### src/rtl/bitmanip_iter_shifter_if.sv
// Request/response handshake bundle for the iterative shift/rotate unit.
// master = requester (execute stage), slave = the shifter itself.
interface bitmanip_iter_shifter_if #(
    parameter int XLEN = 32
);
    logic            req_valid;
    logic            req_ready;
    logic [2:0]      req_op;
    logic [XLEN-1:0] req_rs1;
    logic [7:0]      req_shamt;
    logic            rsp_valid;
    logic            rsp_ready;
    logic [XLEN-1:0] rsp_data;
    logic            rsp_err;

    modport master (
        output req_valid, req_op, req_rs1, req_shamt, rsp_ready,
        input  req_ready, rsp_valid, rsp_data, rsp_err
    );

    modport slave (
        input  req_valid, req_op, req_rs1, req_shamt, rsp_ready,
        output req_ready, rsp_valid, rsp_data, rsp_err
    );
endinterface

### src/rtl/bitmanip_iter_shifter.sv
// Multi-cycle SLL/SRL/SRA/SLO/SRO/ROL/ROR unit moving STEP bit positions per busy cycle.
// The interface instance must be built with the same XLEN as this module.
module bitmanip_iter_shifter #(
    parameter int XLEN = 32,
    parameter int STEP = 4
) (
    input  logic                  g_clk,
    input  logic                  g_resetn,
    input  logic                  flush,
    output logic                  busy,
    bitmanip_iter_shifter_if.slave bus
);
    localparam int SHW = $clog2(XLEN);
    localparam logic [SHW:0] STEP_W = (SHW+1)'(STEP);

    typedef enum logic [1:0] {IDLE, BUSY, DONE} state_e;

    typedef enum logic [2:0] {
        OP_SLL = 3'b000,
        OP_SRL = 3'b001,
        OP_SRA = 3'b010,
        OP_SLO = 3'b011,
        OP_SRO = 3'b100,
        OP_ROL = 3'b101,
        OP_ROR = 3'b110,
        OP_ILL = 3'b111
    } op_e;

    state_e          state_q;
    op_e             op_q;
    logic [XLEN-1:0] work_q;
    logic [SHW-1:0]  rem_q;
    logic            rsp_valid_q;
    logic [XLEN-1:0] rsp_data_q;
    logic            rsp_err_q;
    logic            busy_q;

    logic [SHW-1:0]    step;
    logic [SHW-1:0]    rem_d;
    logic [XLEN-1:0]   work_d;
    logic [2*XLEN-1:0] wide;
    logic              left;

    // Only the low SHW bits of the shift amount are architecturally meaningful.
    logic unused_shamt;
    assign unused_shamt = ^bus.req_shamt[7:SHW];

    // The working register is extended by one word of fill bits (or a copy of
    // itself for rotates); a single shift of the double word then yields the
    // correctly filled XLEN-bit result.
    always_comb begin
        // NOTE: every always_comb output gets a default first so no path can infer a latch.
        left   = 1'b0;
        wide   = '0;
        step   = ({1'b0, rem_q} < STEP_W) ? rem_q : STEP_W[SHW-1:0];
        rem_d  = rem_q - step;
        case (op_q)
            OP_SLL:  begin left = 1'b1; wide = {work_q, {XLEN{1'b0}}}; end
            OP_SLO:  begin left = 1'b1; wide = {work_q, {XLEN{1'b1}}}; end
            OP_ROL:  begin left = 1'b1; wide = {work_q, work_q};       end
            OP_SRL:  wide = {{XLEN{1'b0}}, work_q};
            OP_SRA:  wide = {{XLEN{work_q[XLEN-1]}}, work_q};
            OP_SRO:  wide = {{XLEN{1'b1}}, work_q};
            OP_ROR:  wide = {work_q, work_q};
            default: wide = '0;
        endcase
        work_d = left ? XLEN'((wide << step) >> XLEN) : XLEN'(wide >> step);
    end

    // SRA keeps refilling from the current MSB, which never changes while
    // shifting right arithmetically, so it always equals the original bit.
    always_ff @(posedge g_clk or negedge g_resetn) begin
        // NOTE: sequential state uses non-blocking assignments so all registers update together.
        if (!g_resetn) begin
            state_q     <= IDLE;
            op_q        <= OP_SLL;
            work_q      <= '0;
            rem_q       <= '0;
            rsp_valid_q <= 1'b0;
            rsp_data_q  <= '0;
            rsp_err_q   <= 1'b0;
            busy_q      <= 1'b0;
        end else if (flush) begin
            state_q     <= IDLE;
            rsp_valid_q <= 1'b0;
            busy_q      <= 1'b0;
        end else begin
            case (state_q)
                IDLE: begin
                    if (bus.req_valid) begin
                        op_q    <= op_e'(bus.req_op);
                        work_q  <= bus.req_rs1;
                        rem_q   <= bus.req_shamt[SHW-1:0];
                        state_q <= BUSY;
                        busy_q  <= 1'b1;
                    end
                end
                BUSY: begin
                    if (op_q == OP_ILL) begin
                        rsp_data_q  <= '0;
                        rsp_err_q   <= 1'b1;
                        rsp_valid_q <= 1'b1;
                        state_q     <= DONE;
                    end else begin
                        work_q <= work_d;
                        rem_q  <= rem_d;
                        if (rem_d == '0) begin
                            rsp_data_q  <= work_d;
                            rsp_err_q   <= 1'b0;
                            rsp_valid_q <= 1'b1;
                            state_q     <= DONE;
                        end
                    end
                end
                DONE: begin
                    if (bus.rsp_ready) begin
                        rsp_valid_q <= 1'b0;
                        busy_q      <= 1'b0;
                        state_q     <= IDLE;
                    end
                end
                default: begin
                    state_q <= IDLE;
                    busy_q  <= 1'b0;
                end
            endcase
        end
    end

    assign bus.req_ready = (state_q == IDLE) && !flush && g_resetn;
    assign bus.rsp_valid = rsp_valid_q;
    assign bus.rsp_data  = rsp_data_q;
    assign bus.rsp_err   = rsp_err_q;
    assign busy          = busy_q;
endmodule

### src/flat_wrapper.sv
// flat-port wrapper written by rule: the top's interface ports become plain ports
module bitmanip_iter_shifter_flat 
#(
    parameter int XLEN = 32,
    parameter int STEP = 4
)
  (g_clk, g_resetn, flush, busy, bus_req_valid, bus_req_op, bus_req_rs1, bus_req_shamt, bus_rsp_ready, bus_req_ready, bus_rsp_valid, bus_rsp_data, bus_rsp_err);
  bitmanip_iter_shifter_if #(.XLEN(XLEN)) bus_i ();
  input  logic g_clk;
  input  logic g_resetn;
  input  logic flush;
  output logic busy;
  input wire logic [$bits(bus_i.req_valid)-1:0] bus_req_valid;
  input wire logic [$bits(bus_i.req_op)-1:0] bus_req_op;
  input wire logic [$bits(bus_i.req_rs1)-1:0] bus_req_rs1;
  input wire logic [$bits(bus_i.req_shamt)-1:0] bus_req_shamt;
  input wire logic [$bits(bus_i.rsp_ready)-1:0] bus_rsp_ready;
  output wire logic [$bits(bus_i.req_ready)-1:0] bus_req_ready;
  output wire logic [$bits(bus_i.rsp_valid)-1:0] bus_rsp_valid;
  output wire logic [$bits(bus_i.rsp_data)-1:0] bus_rsp_data;
  output wire logic [$bits(bus_i.rsp_err)-1:0] bus_rsp_err;
  assign bus_i.req_valid = bus_req_valid;
  assign bus_i.req_op = bus_req_op;
  assign bus_i.req_rs1 = bus_req_rs1;
  assign bus_i.req_shamt = bus_req_shamt;
  assign bus_i.rsp_ready = bus_rsp_ready;
  assign bus_req_ready = bus_i.req_ready;
  assign bus_rsp_valid = bus_i.rsp_valid;
  assign bus_rsp_data = bus_i.rsp_data;
  assign bus_rsp_err = bus_i.rsp_err;
  bitmanip_iter_shifter #(.XLEN(XLEN), .STEP(STEP)) u_core (.g_clk(g_clk), .g_resetn(g_resetn), .flush(flush), .busy(busy), .bus(bus_i));
endmodule
### config.mk
export PLATFORM = sky130hd
export DESIGN_NAME = bitmanip_iter_shifter_flat
export DESIGN_NICKNAME = d
export VERILOG_FILES = /design/src/rtl/bitmanip_iter_shifter_if.sv /design/src/rtl/bitmanip_iter_shifter.sv /design/src/flat_wrapper.sv
export SDC_FILE = /design/constraint.sdc
export NUM_CORES = 1
export LEC_CHECK = 0
export ABC_AREA = 1
export ABC_CLOCK_PERIOD_IN_PS = 3000
export BUFFER_PORTS_ARGS = -buffer_cell sky130_fd_sc_hd__buf_2
export CAP_MARGIN = 20
export CORE_ASPECT_RATIO = 0.8
export CORE_UTILIZATION = 50
export CTS_CLUSTER_DIAMETER = 30
export DETAILED_ROUTE_END_ITERATION = 12
export PLACE_DENSITY_LB_ADDON = 0.12
export SLEW_MARGIN = 20
export SYNTH_ARGS = -nofsm -noshare
export SYNTH_HDL_FRONTEND = slang
export SYNTH_SLANG_ARGS = --single-unit
### constraint.sdc
create_clock -name g_clk -period 3 [get_ports g_clk]
set_clock_uncertainty 0.05 [all_clocks]
set_input_delay 0.3 -clock g_clk [delete_from_list [all_inputs] [get_ports g_clk]]
set_output_delay 0.3 -clock g_clk [all_outputs]
set_load 0.02 [all_outputs]
==> qor.tcl <==
set qor(clkSinkCount) 77
set qor(filler_cell_count) 1345
set qor(worst_slew_pin_slew_ns) 0.777
set qor(report.final.slew_viol_count) 0
set qor(globalplace.congestion) 0.969
set qor(number_of_levels_in_the_clock_h_tree) 3
set qor(cpLargestDelayFamily) {compound AO/OA/AOI/OAI gates}
set qor(synth_cells) 1135
set qor(register_clock_pin_slew_on_the_reported_worst_setup_and_hold_paths_ns) 0.07
set qor(routed_wirelength_microns) 19500
set qor(setup_viols_final) 0
set qor(fmax_ghz) 0.380
set qor(synthTopCellsByArea) {sky130_fd_sc_hd__nand2_1 37%, sky130_fd_sc_hd__dfrtp_1 30%, sky130_fd_sc_hd__nand3_1 9.3%}
set qor(dr.first_iter.drc_count) 800
set qor(setup_repair_after_global_routing_missed_its_margin) {false}
set qor(synth-warning-count) 0
set qor(cts_setup_buffers) 0
set qor(hold_path_class) {primary input to flip-flop}
set qor(cts_root_buffer) {sky130_fd_sc_hd__clkbuf_16}
set qor(tritoncts) {built}
set qor(route.antenna.remaining_nets) 0
set qor(category_of_the_worst_setup_path_capture_point) {flip-flop}
set qor(fp.coreArea_sq_um) 12300
set qor(synth_top_cell_area_share_pct) 37.0
set qor(grt_remaining_overflow) 0
set qor(routedWlPerCell_microns) 14.5
set qor(vias_in_the_first_global_route) 6264
set qor(cts-buffers-inserted) 9
set qor(globalRouteTotalUtil_pct) 30.8
set qor(synth_seq_cells) 77
set qor(dieWidth_microns) 129
set qor(dieHeight_microns) 103
set qor(post_synth.cell_area_avg_sq_um) 5.66
set qor(count_of_cell_types_in_the_netlist) 30
set qor(synth_enable_flop_cells) 0
set qor(worstSetupPathType) {flip-flop to flip-flop}
set qor(cts.repair.resized) 0
set qor(cts-root-to-sink-buffers) 2
set qor(setup_total_negative_slack_ns) 0
set qor(mappedNetlistArea_sq_um) 6420
set qor(cp-start-kind) {flip-flop}
set qor(slew_headroom_pct) 48.1
set qor(synth.largest_area_cell) {sky130_fd_sc_hd__nand2_1}
set qor(pin_count_of_the_biggest_net_entering_global_routing) 62
set qor(cp_slowest_cell) {sky130_fd_sc_hd__a21oi_4}
set qor(outcome) {completed}
set qor(viasPerCell) 5.41
set qor(io_buffer_count) 80
set qor(drt_pass1_iterations) 6
set qor(cp_common_cell) {sky130_fd_sc_hd__o21ai_1}
set qor(syn_to_final_growth_pct) 11.8
set qor(worst-endpoint-arrival_ns) 2.81
set qor(final_common_cell) {sky130_fd_sc_hd__nand2_1}
set qor(maxCapViolations) 0
set qor(postSynth.topFlopCell) {sky130_fd_sc_hd__dfrtp_1}
set qor(grt_pass1_wl_microns) 31900
set qor(worstPathCellList) {inv_2, nand2_1, nor2_1, o21ai_1, o21ai_1, nor2_1, a21oi_4, clkinv_1, o21ai_0, o21ai_1}
set qor(period_minus_slack_ns) 2.63
set qor(dp_hpwl_microns) 13200
set qor(synth_nets) 1184
set qor(crit_required_ns) 3.18
set qor(initial_utilization_pct) 52.0
set qor(post-route-drc-count) 0
set qor(worstSkewPairLatency_ns) 0.35
set qor(layout_common_cells) {633 x sky130_fd_sc_hd__nand2_1, 119 x sky130_fd_sc_hd__nand3_1, 79 x sky130_fd_sc_hd__buf_2}
set qor(worst_path_largest_cell_delay_ns) 0.64
set qor(drive_gt1_share_pct) 11.5
set qor(cp.buffers_inverters) 2
set qor(synth_seq_area_share_pct) 30.0
set qor(timing_hold_violations_final) 0
set qor(final.period_utilization_pct) 87.8
set qor(io_pins) 84
set qor(dr_total_vias) 7305
set qor(async_set_or_reset_register_ratio_after_synthesis_pct) 100
set qor(die-area_sq_um) 13300
set qor(num_rows) 36
set qor(number_of_antenna_violations_at_the_first_check_in_global_routing) 1
set qor(finish.net_count) 1222
set qor(worstPathMaxFanout) 28
cell families after synthesis:
family	synth area share [%]
other cells	0.0584
flops	30.0
simple gates	53.6
fa+ha+maj	0.195
xor+xnor	0.136
buf+inv	7.40
compound gates	8.57
registers in the layout, indices dropped and copies added, names as in the netlist:
signal                flops
u_core.state_q            2
u_core.bus.rsp_valid      1
u_core.bus.rsp_data      32
u_core.work_q            32
u_core.bus.rsp_err        1
u_core.rem_q              5
u_core.busy               1
u_core.op_q               3
worst register-to-register path, cell delays in order (launching register included):
cell and delay [ns]:
sky130_fd_sc_hd__dfrtp_1 0.39, sky130_fd_sc_hd__inv_2 0.08, sky130_fd_sc_hd__nand2_1 0.07, sky130_fd_sc_hd__nor2_1 0.13
sky130_fd_sc_hd__o21ai_1 0.07, sky130_fd_sc_hd__o21ai_1 0.11, sky130_fd_sc_hd__nor2_1 0.17, sky130_fd_sc_hd__a21oi_4 0.64
sky130_fd_sc_hd__clkinv_1 0.48, sky130_fd_sc_hd__o21ai_0 0.23, sky130_fd_sc_hd__o21ai_1 0.12
through the flow:
step           instances  utilization [%]  area (sq um)  setup slack (ns)  hold WS (ns)
6_report            1350             58.2          7180             0.365         0.106
5_1_grt             1349             58.2          7180             0.115         0.111
4_1_cts             1349             58.2          7180             0.374        0.0978
3_5_place_dp        1332             55.6          6870             0.408         0.241
3_3_place_gp        1332             55.6          6870             0.451         0.248
2_1_floorplan       1135                -          6420             0.625       -0.0456
repair_timing:
item / in CTS / in global routing
hold buffers: 1 / 0
endpoints found under the setup margin: 0 / 0
endpoints found under the hold margin: 34 / 0
per-layer routing:
metal | vias up | global-route usage [%] | share of wire [%]
met5 | - | 0 | 0
met4 | 0 | 10.1 | 1.6
met3 | 30 | 6.28 | 8.6
met2 | 323 | 46.7 | 42
met1 | 3263 | 44.0 | 47
li1 | 3689 | - | -
cells in the mapped netlist (2+ instances only):
master                     count
sky130_fd_sc_hd__a21oi_1      32
sky130_fd_sc_hd__buf_1         3
sky130_fd_sc_hd__buf_2        35
sky130_fd_sc_hd__buf_4         5
sky130_fd_sc_hd__buf_6         5
sky130_fd_sc_hd__clkbuf_1     22
sky130_fd_sc_hd__dfrtp_1      77
sky130_fd_sc_hd__inv_1        22
sky130_fd_sc_hd__inv_2         7
sky130_fd_sc_hd__nand2_1     633
sky130_fd_sc_hd__nand2_2       8
sky130_fd_sc_hd__nand3_1     119
sky130_fd_sc_hd__nand4_1      17
sky130_fd_sc_hd__nor2_1       69
sky130_fd_sc_hd__nor2_2        2
sky130_fd_sc_hd__nor2_4        3
sky130_fd_sc_hd__o211ai_1      6
sky130_fd_sc_hd__o21a_1        3
sky130_fd_sc_hd__o21ai_0      33
sky130_fd_sc_hd__o21ai_1      24
path summary, 6_finish.rpt:
path | startpoint | slack [ns] | depth (start not counted) | end
max | u_core.state_q[0] | 0.37 | 10 | u_core.work_q[20]
min | bus_req_op[2] | 0.11 | 3 | u_core.op_q[2]
max reg2reg | u_core.state_q[0] | 0.37 | 10 | u_core.work_q[20]
min reg2reg | u_core.bus.rsp_data[31] | 0.42 | 2 | u_core.bus.rsp_data[31]
max in group asynchronous | g_resetn | 1.54 | 3 | u_core.work_q[31]
min in group asynchronous | g_resetn | 0.40 | 2 | u_core.bus.rsp_data[18]
layout make-up:
cell class,count,area [sq um],area share (%)
Clock buffer,11,243,3.38
Clock inverter,5,58.8,0.819
Timing Repair Buffer,97,571,7.95
Inverter,30,113,1.57
Multi-Input combinational cell,958,4050,56.4
Tap cell,171,214,2.98
Sequential cell,77,1930,26.8
Antenna cell,1,2.50,0.0349
Power is not shown: default switching activity piles up to over one toggle a cycle in this logic, so the estimate is an artifact.
